===== src/rtl/fxp_mul_add_unit.sv =====
// fxp_mul_add_unit: registered signed fixed-point multiplier and adder.
// Both datapaths compute an exact full-precision result. They then resize it
// to the output format: LSBs are truncated (floor), and the result saturates
// when the integer part overflows. Results and overflow flags are registered
// together, with one cycle of latency.
module fxp_mul_add_unit #(
    parameter int MA_WI = 4,
    parameter int MA_WF = 5,
    parameter int MB_WI = 4,
    parameter int MB_WF = 5,
    parameter int MO_WI = 6,
    parameter int MO_WF = 8,
    parameter int AA_WI = 6,
    parameter int AA_WF = 8,
    parameter int AB_WI = 6,
    parameter int AB_WF = 8,
    parameter int AO_WI = 6,
    parameter int AO_WF = 8
) (
    input  logic                   CLK,
    input  logic                   RESET,
    input  logic                   in_valid,
    input  logic [MA_WI+MA_WF-1:0] mul_a,
    input  logic [MB_WI+MB_WF-1:0] mul_b,
    input  logic [AA_WI+AA_WF-1:0] add_a,
    input  logic [AB_WI+AB_WF-1:0] add_b,
    output logic                   out_valid,
    output logic [MO_WI+MO_WF-1:0] mul_out,
    output logic [AO_WI+AO_WF-1:0] add_out,
    output logic                   mul_ovf,
    output logic                   add_ovf,
    output logic [1:0]             ovf_code
);

    // Multiplier widths: exact product, then a common working format wide
    // enough to hold both the product and the output format.
    localparam int MO_W = MO_WI + MO_WF;
    localparam int MP_I = MA_WI + MB_WI;
    localparam int MP_F = MA_WF + MB_WF;
    localparam int MP_W = MP_I + MP_F;
    localparam int MX_I = (MP_I > MO_WI) ? MP_I : MO_WI;
    localparam int MX_F = (MP_F > MO_WF) ? MP_F : MO_WF;
    localparam int MX_W = MX_I + MX_F;
    localparam int MH_W = MX_W - MO_W + 1;

    // Adder widths: operands are aligned to a common format, and one guard
    // integer bit is added so that the sum is exact.
    localparam int AO_W = AO_WI + AO_WF;
    localparam int AS_I = ((AA_WI > AB_WI) ? AA_WI : AB_WI) + 1;
    localparam int AS_F = (AA_WF > AB_WF) ? AA_WF : AB_WF;
    localparam int AS_W = AS_I + AS_F;
    localparam int AX_I = (AS_I > AO_WI) ? AS_I : AO_WI;
    localparam int AX_F = (AS_F > AO_WF) ? AS_F : AO_WF;
    localparam int AX_W = AX_I + AX_F;
    localparam int AH_W = AX_W - AO_W + 1;

    logic signed [MP_W-1:0] mp_full;
    logic signed [MX_W-1:0] mp_ext;
    logic signed [MX_W-1:0] mp_sh;
    logic        [MH_W-1:0] mp_hi;
    logic                   mp_ovf;
    logic        [MO_W-1:0] mp_res;

    logic signed [AS_W-1:0] as_a;
    logic signed [AS_W-1:0] as_b;
    logic signed [AS_W-1:0] as_full;
    logic signed [AX_W-1:0] as_ext;
    logic signed [AX_W-1:0] as_sh;
    logic        [AH_W-1:0] as_hi;
    logic                   as_ovf;
    logic        [AO_W-1:0] as_res;

    // Exact product, then resize it to the multiplier output format.
    // The product is placed in a wide common format. An arithmetic right
    // shift drops the surplus LSBs (floor). The bits above the output's sign
    // bit must then all match that sign bit; otherwise the result saturates.
    always_comb begin
        mp_full = MP_W'($signed(mul_a)) * MP_W'($signed(mul_b));
        mp_ext  = MX_W'(mp_full) <<< (MX_F - MP_F);
        mp_sh   = mp_ext >>> (MX_F - MO_WF);
        mp_hi   = mp_sh[MX_W-1:MO_W-1];
        mp_ovf  = !((mp_hi == '0) || (mp_hi == '1));
        if (mp_ovf) begin
            mp_res = mp_sh[MX_W-1] ? {1'b1, {(MO_W-1){1'b0}}}
                                   : {1'b0, {(MO_W-1){1'b1}}};
        end else begin
            mp_res = mp_sh[MO_W-1:0];
        end
    end

    // Align both operands, form the exact sum, and resize it to the adder
    // output format in the same way as the product.
    always_comb begin
        as_a    = AS_W'($signed(add_a)) <<< (AS_F - AA_WF);
        as_b    = AS_W'($signed(add_b)) <<< (AS_F - AB_WF);
        as_full = as_a + as_b;
        as_ext  = AX_W'(as_full) <<< (AX_F - AS_F);
        as_sh   = as_ext >>> (AX_F - AO_WF);
        as_hi   = as_sh[AX_W-1:AO_W-1];
        as_ovf  = !((as_hi == '0) || (as_hi == '1));
        if (as_ovf) begin
            as_res = as_sh[AX_W-1] ? {1'b1, {(AO_W-1){1'b0}}}
                                   : {1'b0, {(AO_W-1){1'b1}}};
        end else begin
            as_res = as_sh[AO_W-1:0];
        end
    end

    // Output registers: on a valid beat, capture the results and flags.
    // On a bubble, keep the held values and drop out_valid.
    always_ff @(posedge CLK) begin
        if (RESET) begin
            out_valid <= 1'b0;
            mul_out   <= '0;
            add_out   <= '0;
            mul_ovf   <= 1'b0;
            add_ovf   <= 1'b0;
        end else begin
            out_valid <= in_valid;
            if (in_valid) begin
                mul_out <= mp_res;
                add_out <= as_res;
                mul_ovf <= mp_ovf;
                add_ovf <= as_ovf;
            end
        end
    end

    assign ovf_code = {add_ovf, mul_ovf};

endmodule


===== config.mk =====
export PLATFORM = sky130hd
export DESIGN_NAME = fxp_mul_add_unit
export DESIGN_NICKNAME = d
export VERILOG_FILES = /design/src/rtl/fxp_mul_add_unit.sv
export SDC_FILE = /design/constraint.sdc
export NUM_CORES = 1
export LEC_CHECK = 0
export CAP_MARGIN = 20
export CELL_PAD_IN_SITES_DETAIL_PLACEMENT = 0
export CELL_PAD_IN_SITES_GLOBAL_PLACEMENT = 1
export CORE_MARGIN = 3
export CORE_UTILIZATION = 42
export CTS_CLUSTER_DIAMETER = 100
export DETAILED_ROUTE_END_ITERATION = 12
export PLACE_DENSITY = 0.93
export SLEW_MARGIN = 20
export SYNTH_ARGS = -nofsm -noshare
export SYNTH_HDL_FRONTEND = slang
export SYNTH_SLANG_ARGS = --single-unit

===== constraint.sdc =====
create_clock -name CLK -period 7.44 [get_ports CLK]
set_clock_uncertainty 0.1 [all_clocks]
set_input_delay 0.744 -clock CLK [delete_from_list [all_inputs] [get_ports CLK]]
set_output_delay 0.744 -clock CLK [all_outputs]
set_load 0.05 [all_outputs]

==> results.cfg <==
[run_status]
outcome = finished clean

[timing]
layout_setup_ws_ns = 0.5283
max_slew.worst_pin.slew_ns = 1.006
hold_slack_ns = 0.3532
timing.final.hold_violations = 0
maxSlewHeadroom_pct = 32.70
setup_viol = 0
fin_crit_ns = 6.912
fin_crit_sh_pct = 92.90
setup-tns-final_ns = 0
fmax_mhz = 144.7
report.final.slew_viol_count = 0
rsz0062_at_grt = no

[worst_setup_path]
path_max_fanout = 16
critPathKind = in -> reg
r2r-start = mul_ovf
r2r-end = mul_ovf
worstSetupEndpointType = register
start_kind = input port
worstPathArrival_ns = 6.97
reg2reg_setup_slack_ns = 6.56
ff2ff_path_depth = 2
critPathRequiredTime_ns = 7.50

[route]
drtIter0Drc = 200
post_drt_wl_per_cell_um = 14.39
ant_nets = 0
vias = 4115
wl_mm = 11.12
drc = 0
via_per_inst = 5.323
drtPass1Iterations = 4

[layout]
fillers = 1080
drive_gt1_share_pct = 6.508
multi_input_area_um2 = 3989
stdcell_count = 773
nNetsFinal = 800
syn_to_final_growth_pct = 19.82
seq_area_um2 = 620.6
antenna_cells = 0

[synth]
synth.distinct_cells = 62
synth_edf_count = 0
synth.cell_area_um2 = 5076
synth_ff_type = dfxtp_1
synth_top_area_share_pct = 28.00
yosysWarnings = 0
synthTopCellsByArea = fa_1, ha_1, dfxtp_1, inv_1, nand2_1
avgSynthCellArea_um2 = 9.048
syn_nets = 732
seq_area_frac_synth_pct = 12.23
syn_inst = 561
post-synth-top-area-cell = fa_1
ys_seq_elements = 31
async_reset_ff_share_pct = 0

[cts]
cts_buffers = 5
clk_latency_ns = 0.27
clockBufferDepth = 2
path_clk_slew_ns = 0.05
cts_num_sinks = 31
clockRootBuffer = clkbuf_16
htree_levels = 2
ctsResizeCount = 0
ctsHoldBuffers = 0
post_cts.repair.setup_buffers = 0
tritoncts = yes

[worst_hold_path]
holdCritStartpoint = add_out[1]
whs_path_depth = 2
holdPathEnd = add_out[1]
hold_path.class = reg -> reg

[place]
hpwlAfterDp_mm = 9.505
place_ws_ns = 0.2644
placed_cells = 765
io_buffers = 81
gp_congestion = 0.8572

[grt]
grt_pass1_wl_mm = 19.24
grt_antenna_before_repair = 0
grt_max_degree = 24
grt-ovfl-total = 0
grt_pass1_vias = 4314
grt_usage_pct = 17.30

[floorplanning]
start_util_pct = 43.71
dieArea_um2 = 13440
die_x_um = 115.9
core_um2 = 11610
placementRows = 39
io_pins = 82
die_h_um = 115.9

[flow_run]
drv_cap = 0

[pwr]
powerDensity_nw_per_um2 = 439.2
p_leak_uw = 0.002757
peakVddDrop_mv = 0.3134
-- synth_stat cells (3+ instances only) --
cell type  instances
ha_1              51
clkbuf_1          12
inv_1             92
o21a_1             5
nor2_1            35
a21oi_2            3
a211oi_1           7
and2_1            32
a21oi_1           12
o21ai_1           11
xor2_1             9
buf_4              3
a211oi_2          14
xnor2_1           15
fa_1              71
nand2_1           57
o211ai_1           8
a21o_1             6
o311ai_0           3
nand2b_1           6
nand3_1            5
nor3_1             7
o21bai_1           4
dfxtp_1           31
buf_6              3
o21ai_0           15
a31oi_1            3
-- critical path, stage by stage --
cell and delay, ns:
clkdlybuf4s50_1 0.57, and2_1 0.26, fa_1 0.69, inv_1 0.14, fa_1 0.54, inv_1 0.05, fa_1 0.52, inv_1 0.05
fa_1 0.52, inv_1 0.04, ha_1 0.29, ha_1 0.41, a21o_1 0.20, a21o_1 0.22, a41oi_4 0.07, o21bai_2 0.16
a21oi_2 0.09, xnor2_2 0.62, a31oi_4 0.43, a211oi_1 0.33
-- routing by layer --
layer  vias up  routed length [µm]  track usage [%]
met2        60                5888            30.84
li1       1986                   -                -
met3        15                 244            1.828
met5         -                   0                0
met1      2054                4832            22.70
met4         0                 155            3.712
-- kinds of logic (layout without fill, tap and decap cells) --
logic type,after synthesis,after routing,share of synthesized area (%)
AND/OR/NAND/NOR,155,155,14.57
adder cells (fa/ha/maj),122,122,40.57
AO/OA/AOI/OAI,116,116,18.98
buffers and inverters,112,181,9.194
flip-flops,31,31,12.23
XOR/XNOR,25,25,4.462
-- state kept, by name, summed over array words and instances, names as in the netlist --
name and cells:
mul_out 14, add_ovf 1, out_valid 1, add_out 14, mul_ovf 1
-- worst max-delay path by stage --
stage                         from          end  slack [ns]
final                     mul_b[5]   mul_out[1]        0.53
after global routing      mul_b[4]   mul_out[1]        0.14
after CTS                 mul_b[5]   mul_out[1]        0.54
after detailed placement  mul_b[5]   mul_out[1]        0.26
after global placement    mul_b[4]   mul_out[2]        0.49
after floorplan           mul_b[1]  mul_out[10]        1.55
-- power breakdown --
group / internal, µW / switching [µW]
Sequential: 216 / 28.1
Clock: 123 / 66.5
Combinational: 892 / 1340
Total: 1230 / 1440
-- area by class of cell --
class	instances	share of cell area (%)
clock buffers	7	2.181
clock inverters	1	0.08229
inverters	92	5.678
multi-input cells	418	65.58
flip-flops and latches	31	10.20
well taps	143	2.942
repair buffers	81	13.33
-- cell usage in the layout (no fill, tap or decap), drive strengths merged, types with 3 or more instances in the layout --
cell	Yosys	layout
a21o	6	6
clkbuf	12	7
dfxtp	31	31
o21ai	29	29
nand2b	6	6
nand3	5	5
fa	71	71
a2111oi	3	3
a21oi	15	15
o211ai	9	9
nand2	57	57
a31oi	4	4
nor3	7	7
xor2	9	9
clkdlybuf4s50	0	81
ha	51	51
and2	34	34
a211oi	21	21
o21a	6	6
nor2	35	35
o311ai	3	3
inv	92	92
o21bai	5	5
xnor2	16	16
-- per-stage QoR --
stage | utilization, % | power, µW | instance area, µm²
finish | 52.37 | 2671 | 6082
global route | 52.37 | 2946 | 6082
CTS | 52.37 | 2699 | 6082
detailed placement | 51.19 | 2499 | 5944
global placement | 51.19 | 2430 | 5944
floorplan | - | 2134 | 5076
Power figures use the tool's default switching activity.
